`src/rtl/lcd_sched_pkg.sv`:
```
// rtl/lcd_sched_pkg.sv - shared types, LCD command codes and ASCII constants for the text scheduler
//
// Purpose: FSM state encoding plus the HD44780-style command bytes and the
// control characters the scheduler recognises. No ports (package).
package lcd_sched_pkg;

  typedef enum logic [3:0] {
    INIT_CLR,
    IDLE,
    DECODE,
    WIPE,
    SETADDR,
    WRDATA,
    BS_ADDR1,
    BS_SPACE,
    BS_ADDR2
  } sched_state_t;

  localparam logic [7:0] CMD_CLEAR   = 8'h01;
  localparam logic [7:0] CMD_SETADDR = 8'h80;
  localparam logic [7:0] ROW1_BASE   = 8'h40;

  localparam logic [7:0] ASCII_BS    = 8'h08;
  localparam logic [7:0] ASCII_CR    = 8'h0D;
  localparam logic [7:0] ASCII_ESC   = 8'h1B;
  localparam logic [7:0] ASCII_SPACE = 8'h20;
  localparam logic [7:0] ASCII_MIN   = 8'h20;
  localparam logic [7:0] ASCII_MAX   = 8'h7E;

  localparam int LCD_ROWS = 2;

  // DDRAM address command: row 1 starts at 0x40 on a two-line display.
  function automatic logic [7:0] setaddr_cmd(input logic row, input logic [3:0] col);
    return CMD_SETADDR | (row ? ROW1_BASE : 8'h00) | {4'h0, col};
  endfunction

  function automatic logic is_printable(input logic [7:0] c);
    return (c >= ASCII_MIN) && (c <= ASCII_MAX);
  endfunction

endpackage

```
`src/rtl/char_fifo.sv`:
```
// rtl/char_fifo.sv - small synchronous FIFO buffering incoming characters
//
// Purpose: show-ahead FIFO (rd_data is the head entry whenever !empty).
// Ports:
//   clk, rst_n      clock, asynchronous active-low reset
//   wr_en, wr_data  write strobe and data (ignored while full)
//   rd_en           pop the head entry (ignored while empty)
//   rd_data         head entry
//   full, empty     occupancy flags
module char_fifo #(
  parameter int DEPTH = 4,
  parameter int WIDTH = 8
) (
  input  logic             clk,
  input  logic             rst_n,
  input  logic             wr_en,
  input  logic [WIDTH-1:0] wr_data,
  input  logic             rd_en,
  output logic [WIDTH-1:0] rd_data,
  output logic             full,
  output logic             empty
);

  localparam int AW = $clog2(DEPTH);

  // One extra pointer bit distinguishes full from empty when indices match.
  logic [AW:0]      wr_ptr;
  logic [AW:0]      rd_ptr;
  logic [WIDTH-1:0] mem [DEPTH];

  assign empty   = (wr_ptr == rd_ptr);
  assign full    = (wr_ptr[AW] != rd_ptr[AW]) && (wr_ptr[AW-1:0] == rd_ptr[AW-1:0]);
  assign rd_data = mem[rd_ptr[AW-1:0]];

  always_ff @(posedge clk or negedge rst_n) begin
    if (!rst_n) begin
      wr_ptr <= '0;
      rd_ptr <= '0;
    end else begin
      if (wr_en && !full) wr_ptr <= wr_ptr + 1'b1;
      if (rd_en && !empty) rd_ptr <= rd_ptr + 1'b1;
    end
  end

  always_ff @(posedge clk) begin
    if (wr_en && !full) mem[wr_ptr[AW-1:0]] <= wr_data;
  end

endmodule

```
`src/rtl/lcd_text_scheduler.sv`:
```
// rtl/lcd_text_scheduler.sv - turns buffered ASCII into LCD command/data transfers on a 16x2 display
//
// Purpose: buffers characters, tracks the cursor and sequences LCD transfers,
// handling Enter, Backspace, Esc and a wipe when the screen fills.
// Ports:
//   clk50, reset              50 MHz clock, asynchronous active-low reset
//   ascii_vld, ascii_data     one-cycle character strobe and code
//   lcd_vld, lcd_rs, lcd_byte transfer request (rs=0 command, rs=1 data)
//   lcd_ready                 driver accepts when high
//   cursor_row, cursor_col    current cursor position
//   busy                      work pending (FSM active or FIFO not empty)
//   overflow                  sticky: a character was dropped on a full FIFO
module lcd_text_scheduler
  import lcd_sched_pkg::*;
#(
  parameter int FIFO_DEPTH = 4,
  parameter int LCD_COLS   = 16
) (
  input  logic       clk50,
  input  logic       reset,
  input  logic       ascii_vld,
  input  logic [7:0] ascii_data,
  output logic       lcd_vld,
  output logic       lcd_rs,
  output logic [7:0] lcd_byte,
  input  logic       lcd_ready,
  output logic       cursor_row,
  output logic [3:0] cursor_col,
  output logic       busy,
  output logic       overflow
);

  localparam logic [3:0] LAST_COL = 4'(LCD_COLS - 1);
  localparam logic       LAST_ROW = 1'(LCD_ROWS - 1);

  sched_state_t state, state_n;
  logic [7:0]   cur_char, cur_char_n;
  logic         row_n;
  logic [3:0]   col_n;
  logic         addr_sync, addr_sync_n;     // LCD address counter matches the cursor
  logic         wipe_pending, wipe_pending_n;
  logic         wipe_esc, wipe_esc_n;       // WIPE entered by Esc: no character follows
  logic         tgt_row, tgt_row_n;
  logic [3:0]   tgt_col, tgt_col_n;
  logic         lcd_vld_n, lcd_rs_n;
  logic [7:0]   lcd_byte_n;

  logic         fifo_pop, fifo_full, fifo_empty;
  logic [7:0]   fifo_rdata;
  logic         xfer_done;

  assign xfer_done = lcd_vld && lcd_ready;

  char_fifo #(
    .DEPTH(FIFO_DEPTH),
    .WIDTH(8)
  ) u_fifo (
    .clk    (clk50),
    .rst_n  (reset),
    .wr_en  (ascii_vld),
    .wr_data(ascii_data),
    .rd_en  (fifo_pop),
    .rd_data(fifo_rdata),
    .full   (fifo_full),
    .empty  (fifo_empty)
  );

  always_comb begin
    state_n        = state;
    cur_char_n     = cur_char;
    row_n          = cursor_row;
    col_n          = cursor_col;
    addr_sync_n    = addr_sync;
    wipe_pending_n = wipe_pending;
    wipe_esc_n     = wipe_esc;
    tgt_row_n      = tgt_row;
    tgt_col_n      = tgt_col;
    fifo_pop       = 1'b0;
    lcd_vld_n      = 1'b0;
    lcd_rs_n       = lcd_rs;
    lcd_byte_n     = lcd_byte;

    case (state)
      INIT_CLR: if (xfer_done) state_n = IDLE;
      IDLE: begin
        if (!fifo_empty) begin
          fifo_pop   = 1'b1;
          cur_char_n = fifo_rdata;
          state_n    = DECODE;
        end
      end
      DECODE: begin
        if (is_printable(cur_char)) begin
          if (wipe_pending) begin
            wipe_esc_n = 1'b0;
            state_n    = WIPE;
          end else if (!addr_sync) begin
            state_n = SETADDR;
          end else begin
            state_n = WRDATA;
          end
        end else if (cur_char == ASCII_CR) begin
          state_n = IDLE;
          if (cursor_row != LAST_ROW) begin
            row_n       = LAST_ROW;
            col_n       = 4'd0;
            addr_sync_n = 1'b0;
          end else begin
            wipe_pending_n = 1'b1;
          end
        end else if (cur_char == ASCII_BS) begin
          state_n = BS_ADDR1;
          if (wipe_pending) begin
            // Screen full and cursor parked at home: erase the last cell.
            wipe_pending_n = 1'b0;
            tgt_row_n      = LAST_ROW;
            tgt_col_n      = LAST_COL;
          end else if (cursor_col != 4'd0) begin
            tgt_row_n = cursor_row;
            tgt_col_n = cursor_col - 4'd1;
          end else if (cursor_row != 1'b0) begin
            tgt_row_n = 1'b0;
            tgt_col_n = LAST_COL;
          end else begin
            state_n = IDLE;
          end
        end else if (cur_char == ASCII_ESC) begin
          wipe_esc_n = 1'b1;
          state_n    = WIPE;
        end else begin
          state_n = IDLE;
        end
      end
      WIPE: begin
        if (xfer_done) begin
          row_n          = 1'b0;
          col_n          = 4'd0;
          addr_sync_n    = 1'b1;
          wipe_pending_n = 1'b0;
          state_n        = wipe_esc ? IDLE : WRDATA;
        end
      end
      SETADDR: begin
        if (xfer_done) begin
          addr_sync_n = 1'b1;
          state_n     = WRDATA;
        end
      end
      WRDATA: begin
        if (xfer_done) begin
          state_n = IDLE;
          if (cursor_col != LAST_COL) begin
            col_n = cursor_col + 4'd1;
          end else if (cursor_row != LAST_ROW) begin
            // The LCD address counter does not jump to 0x40 on its own.
            row_n       = LAST_ROW;
            col_n       = 4'd0;
            addr_sync_n = 1'b0;
          end else begin
            row_n          = 1'b0;
            col_n          = 4'd0;
            wipe_pending_n = 1'b1;
          end
        end
      end
      BS_ADDR1: if (xfer_done) state_n = BS_SPACE;
      BS_SPACE: if (xfer_done) state_n = BS_ADDR2;
      BS_ADDR2: begin
        if (xfer_done) begin
          row_n       = tgt_row;
          col_n       = tgt_col;
          addr_sync_n = 1'b1;
          state_n     = IDLE;
        end
      end
      default: state_n = INIT_CLR;
    endcase

    // Transfer outputs follow the state being entered so that a new transfer
    // starts on the same edge the previous one completes; while waiting the
    // state and its operands are unchanged, so the request stays stable.
    case (state_n)
      INIT_CLR, WIPE: begin
        lcd_vld_n  = 1'b1;
        lcd_rs_n   = 1'b0;
        lcd_byte_n = CMD_CLEAR;
      end
      SETADDR: begin
        lcd_vld_n  = 1'b1;
        lcd_rs_n   = 1'b0;
        lcd_byte_n = setaddr_cmd(row_n, col_n);
      end
      WRDATA: begin
        lcd_vld_n  = 1'b1;
        lcd_rs_n   = 1'b1;
        lcd_byte_n = cur_char_n;
      end
      BS_ADDR1, BS_ADDR2: begin
        lcd_vld_n  = 1'b1;
        lcd_rs_n   = 1'b0;
        lcd_byte_n = setaddr_cmd(tgt_row_n, tgt_col_n);
      end
      BS_SPACE: begin
        lcd_vld_n  = 1'b1;
        lcd_rs_n   = 1'b1;
        lcd_byte_n = ASCII_SPACE;
      end
      default: lcd_vld_n = 1'b0;
    endcase
  end

  always_ff @(posedge clk50 or negedge reset) begin
    if (!reset) begin
      state        <= INIT_CLR;
      cur_char     <= 8'h00;
      cursor_row   <= 1'b0;
      cursor_col   <= 4'd0;
      addr_sync    <= 1'b1;
      wipe_pending <= 1'b0;
      wipe_esc     <= 1'b0;
      tgt_row      <= 1'b0;
      tgt_col      <= 4'd0;
      lcd_vld      <= 1'b0;
      lcd_rs       <= 1'b0;
      lcd_byte     <= 8'h00;
      busy         <= 1'b1;
      overflow     <= 1'b0;
    end else begin
      state        <= state_n;
      cur_char     <= cur_char_n;
      cursor_row   <= row_n;
      cursor_col   <= col_n;
      addr_sync    <= addr_sync_n;
      wipe_pending <= wipe_pending_n;
      wipe_esc     <= wipe_esc_n;
      tgt_row      <= tgt_row_n;
      tgt_col      <= tgt_col_n;
      lcd_vld      <= lcd_vld_n;
      lcd_rs       <= lcd_rs_n;
      lcd_byte     <= lcd_byte_n;
      busy         <= (state != IDLE) || !fifo_empty;
      if (ascii_vld && fifo_full) overflow <= 1'b1;
    end
  end

endmodule

```
`config.mk`:
```
export PLATFORM = sky130hd
export DESIGN_NAME = lcd_text_scheduler
export DESIGN_NICKNAME = d
export VERILOG_FILES = /design/src/rtl/lcd_sched_pkg.sv /design/src/rtl/char_fifo.sv /design/src/rtl/lcd_text_scheduler.sv
export SDC_FILE = /design/constraint.sdc
export NUM_CORES = 1
export LEC_CHECK = 0
export CAP_MARGIN = 40
export CORE_UTILIZATION = 50
export CTS_CLUSTER_SIZE = 30
export DETAILED_ROUTE_END_ITERATION = 16
export PLACE_DENSITY = 0.8
export SYNTH_ARGS = -nofsm -noshare
export SYNTH_HDL_FRONTEND = slang
export SYNTH_SLANG_ARGS = --single-unit
```
`constraint.sdc`:
```
create_clock -name clk50 -period 5.7 [get_ports clk50]
set_input_delay 0.57 -clock clk50 [delete_from_list [all_inputs] [get_ports clk50]]
set_output_delay 0.57 -clock clk50 [all_outputs]
set_load 0.01 [all_outputs]
```
==> impl_metrics.env <==
export IMPL_status="finished clean"
export IMPL_cts_tree="done"
export IMPL_grtUsageTotal_pct=21.30
export IMPL_dp_cells=441
export IMPL_max_slew_margin_pct=46.64
export IMPL_vias=2780
export IMPL_fin_cells=457
export IMPL_rsz0062_at_grt="no"
export IMPL_area_growth_pct=12.33
export IMPL_postCtsHoldBufs=0
export IMPL_detail_route_antenna_nets=0
export IMPL_pre_cts_ws_ps=2832
export IMPL_ys_flop_type="dfrtp_1"
export IMPL_place_port_buffers=28
export IMPL_drive_gt1_share_pct=18.87
export IMPL_powerDensity_nw_per_um2=561.4
export IMPL_dr_wl_met3_um=372
export IMPL_fp_coreArea_sq_um=7727
export IMPL_drtPass1Iterations=5
export IMPL_setup_tns_final_ps=0
export IMPL_die_h_um=91.18
export IMPL_critPathRequiredTime_ps=5930
export IMPL_slew_violations=0
export IMPL_path_max_fanout=20
export IMPL_avgSynthCellArea_sq_um=12.16
export IMPL_fin_crit_sh_pct=50.02
export IMPL_critPathTopFamily="simple AND/OR/NAND/NOR gates"
export IMPL_cp_arrival_ps=3080
export IMPL_antenna_cells=0
export IMPL_wl_um=8091
export IMPL_ys_ff_latch=75
export IMPL_viasPerCell=6.083
export IMPL_critPathBufInv=0
export IMPL_finalNetCount=370
export IMPL_dp_hpwl_um=5910
export IMPL_crit_slowest_cell="or4b_1"
export IMPL_slowest_delay_ps=730
export IMPL_die_area_sq_um=8313
export IMPL_antenna_found_initial=0
export IMPL_boundaryPins=29
export IMPL_synth_area_sq_um=3976
export IMPL_mappedNetlistNets=347
export IMPL_ctsResizeCount=0
export IMPL_p_leak_nw=1.668
export IMPL_first_iter_violations=194
export IMPL_end_kind="flop"
export IMPL_post_cts_buffers=0
export IMPL_grt_pass1_vias=2669
export IMPL_yosysSeqAreaShare_pct=51.29
export IMPL_async_reset_ff_share_pct=57.33
export IMPL_fin_skew_ps=9.176
export IMPL_yosysWarnings=0
export IMPL_ys_types=79
export IMPL_grt_first_pass_wirelength_um=13500
export IMPL_irDropWorstVdd_v=0.0002691
export IMPL_root_buffer="clkbuf_8"
export IMPL_htreeDepth=3
export IMPL_top_layer_used="met4"
export IMPL_grt_ovfl_total=0
export IMPL_gp_congestion=0.8953
export IMPL_tightest_slew_ps=798.4
export IMPL_stdcell_area_sq_um=4467
export IMPL_clk_pin_slew_ps=80
export IMPL_synth_edf_count=32
export IMPL_cts_sinks=75
export IMPL_synth_most_common_cell="dfrtp_1"
export IMPL_reg2reg_slack_ps=2850
export IMPL_startpoint_type="flop"
export IMPL_wl_met2_um=4023
export IMPL_wl_per_cell_um=17.70
export IMPL_critical_path_class="flop to flop"
export IMPL_cts_buffer_depth=2
export IMPL_rows=32
export IMPL_hp_class="input pin to async pin"
export IMPL_ys_top_cells_by_count="41 x dfrtp_1, 32 x edfxtp_1, 18 x inv_1"
export IMPL_final_min_clock_period_ps=2851
export IMPL_grt_max_degree=28
export IMPL_finalSetupViolCount=0
export IMPL_numCtsBuffers=9
export IMPL_synthCells=327
export IMPL_worstSkewPairLatency_ps=350
export IMPL_hold_viol_final=0
export IMPL_drc=0
export IMPL_place_area_sq_um=4290
export IMPL_initial_core_util_pct=51.46
export IMPL_wl_met1_um=3545
export IMPL_worst_slack_ps=2849
export IMPL_yosysTopAreaCellShare_pct=25.80
export IMPL_dieWidth_um=91.18
export IMPL_fmax_mhz=350.7
export IMPL_post_synth_top_area_cell="dfrtp_1"
export IMPL_path_cells="or4b_1 -> nor4_2 -> a31oi_1 -> o22a_1 -> a311oi_1 -> a2bb2oi_1"
export IMPL_yosys_top_cells_area="dfrtp_1 26%, edfxtp_1 24%, mux4_2 4.5%, mux2_2 2.5%, ha_1 2.5%"
export IMPL_cap_violations=0
## layout make-up
| type | count | area [sq um] |
|---|---|---|
| Tap cell | 102 | 127.6 |
| Fill cell | 642 | 3261 |
| Timing Repair Buffer | 30 | 302.8 |
| Sequential cell | 75 | 2039 |
| Inverter | 20 | 82.58 |
| Clock buffer | 10 | 137.6 |
| Clock inverter | 6 | 38.79 |
| Multi-Input combinational cell | 214 | 1738 |
## worst paths after layout
| kind | startpoint | end | depth (start not counted) |
|---|---|---|---|
| min in group clk50 | overflow$_DFFE_PN0P_ | overflow$_DFFE_PN0P_ | 1 |
| hold reg to reg | overflow$_DFFE_PN0P_ | overflow$_DFFE_PN0P_ | 1 |
| setup reg to reg | state[2]$_DFF_PN0_ | lcd_byte[0]$_DFFE_PN0P_ | 6 |
| hold / removal | reset | cur_char[7]$_DFF_PN0_ | 1 |
| max in group asynchronous | reset | cur_char[4]$_DFF_PN0_ | 2 |
| setup / recovery | state[2]$_DFF_PN0_ | lcd_byte[0]$_DFFE_PN0P_ | 6 |
## cells in the final DEF (no fill, tap or decap), drive strengths merged, types with 4 or more instances in the layout
cell,netlist,final
a21o,7,7
a21oi,11,11
a31oi,6,6
and2,7,7
clkbuf,8,10
clkdlybuf4s50,0,27
clkinv,1,5
dfrtp,41,41
edfxtp,32,32
ha,8,8
inv,19,21
mux2,9,9
mux4,8,8
nand2,17,17
nand3,7,7
nor2,17,17
nor3,6,6
o2111ai,6,6
o21ai,19,19
o221ai,4,4
o22ai,6,6
o31ai,4,4
xnor2,4,4
xor2,6,6
## per-stage QoR
stage	util (%)	power, mW	hold WS, ps
after floorplan	-	1.842	274.4
after global placement	55.26	2.104	453.5
after detailed placement	55.52	2.138	468.8
after CTS	57.80	2.511	146.8
after global routing	57.80	2.672	164.2
final	57.80	2.508	141.9
## cells by family after synthesis
group	share of synthesized area [%]
AO/OA/AOI/OAI	20.08
XOR/XNOR	2.203
adder cells (fa/ha/maj)	2.517
buffers and inverters	5.003
flip-flops	51.29
multiplexers	7.080
AND/OR/NAND/NOR	11.83
## where the power goes
part           switching (mW)  leakage [nW]  internal, mW  total, mW
clock network           0.201        0.0967         0.170      0.371
registers               0.213         0.828         0.738      0.951
logic                   0.647         0.743         0.538       1.18
## sequential cells by signal, summed over array words and instances, names as in the netlist
name           flops
addr_sync          1
busy               1
cur_char           8
cursor_col         4
cursor_row         1
lcd_byte           8
lcd_rs             1
lcd_vld            1
overflow           1
state              4
tgt_col            4
tgt_row            1
u_fifo.mem        32
u_fifo.rd_ptr      3
u_fifo.wr_ptr      3
wipe_esc           1
wipe_pending       1
## per-layer routing
| metal | track usage (%) | up-vias |
|---|---|---|
| met3 | 4.020 | 15 |
| li1 | - | 1303 |
| met4 | 7.937 | 0 |
| met1 | 27.55 | 1373 |
| met5 | 0 | - |
| met2 | 35.73 | 89 |
(Power assumes the default switching activity.)
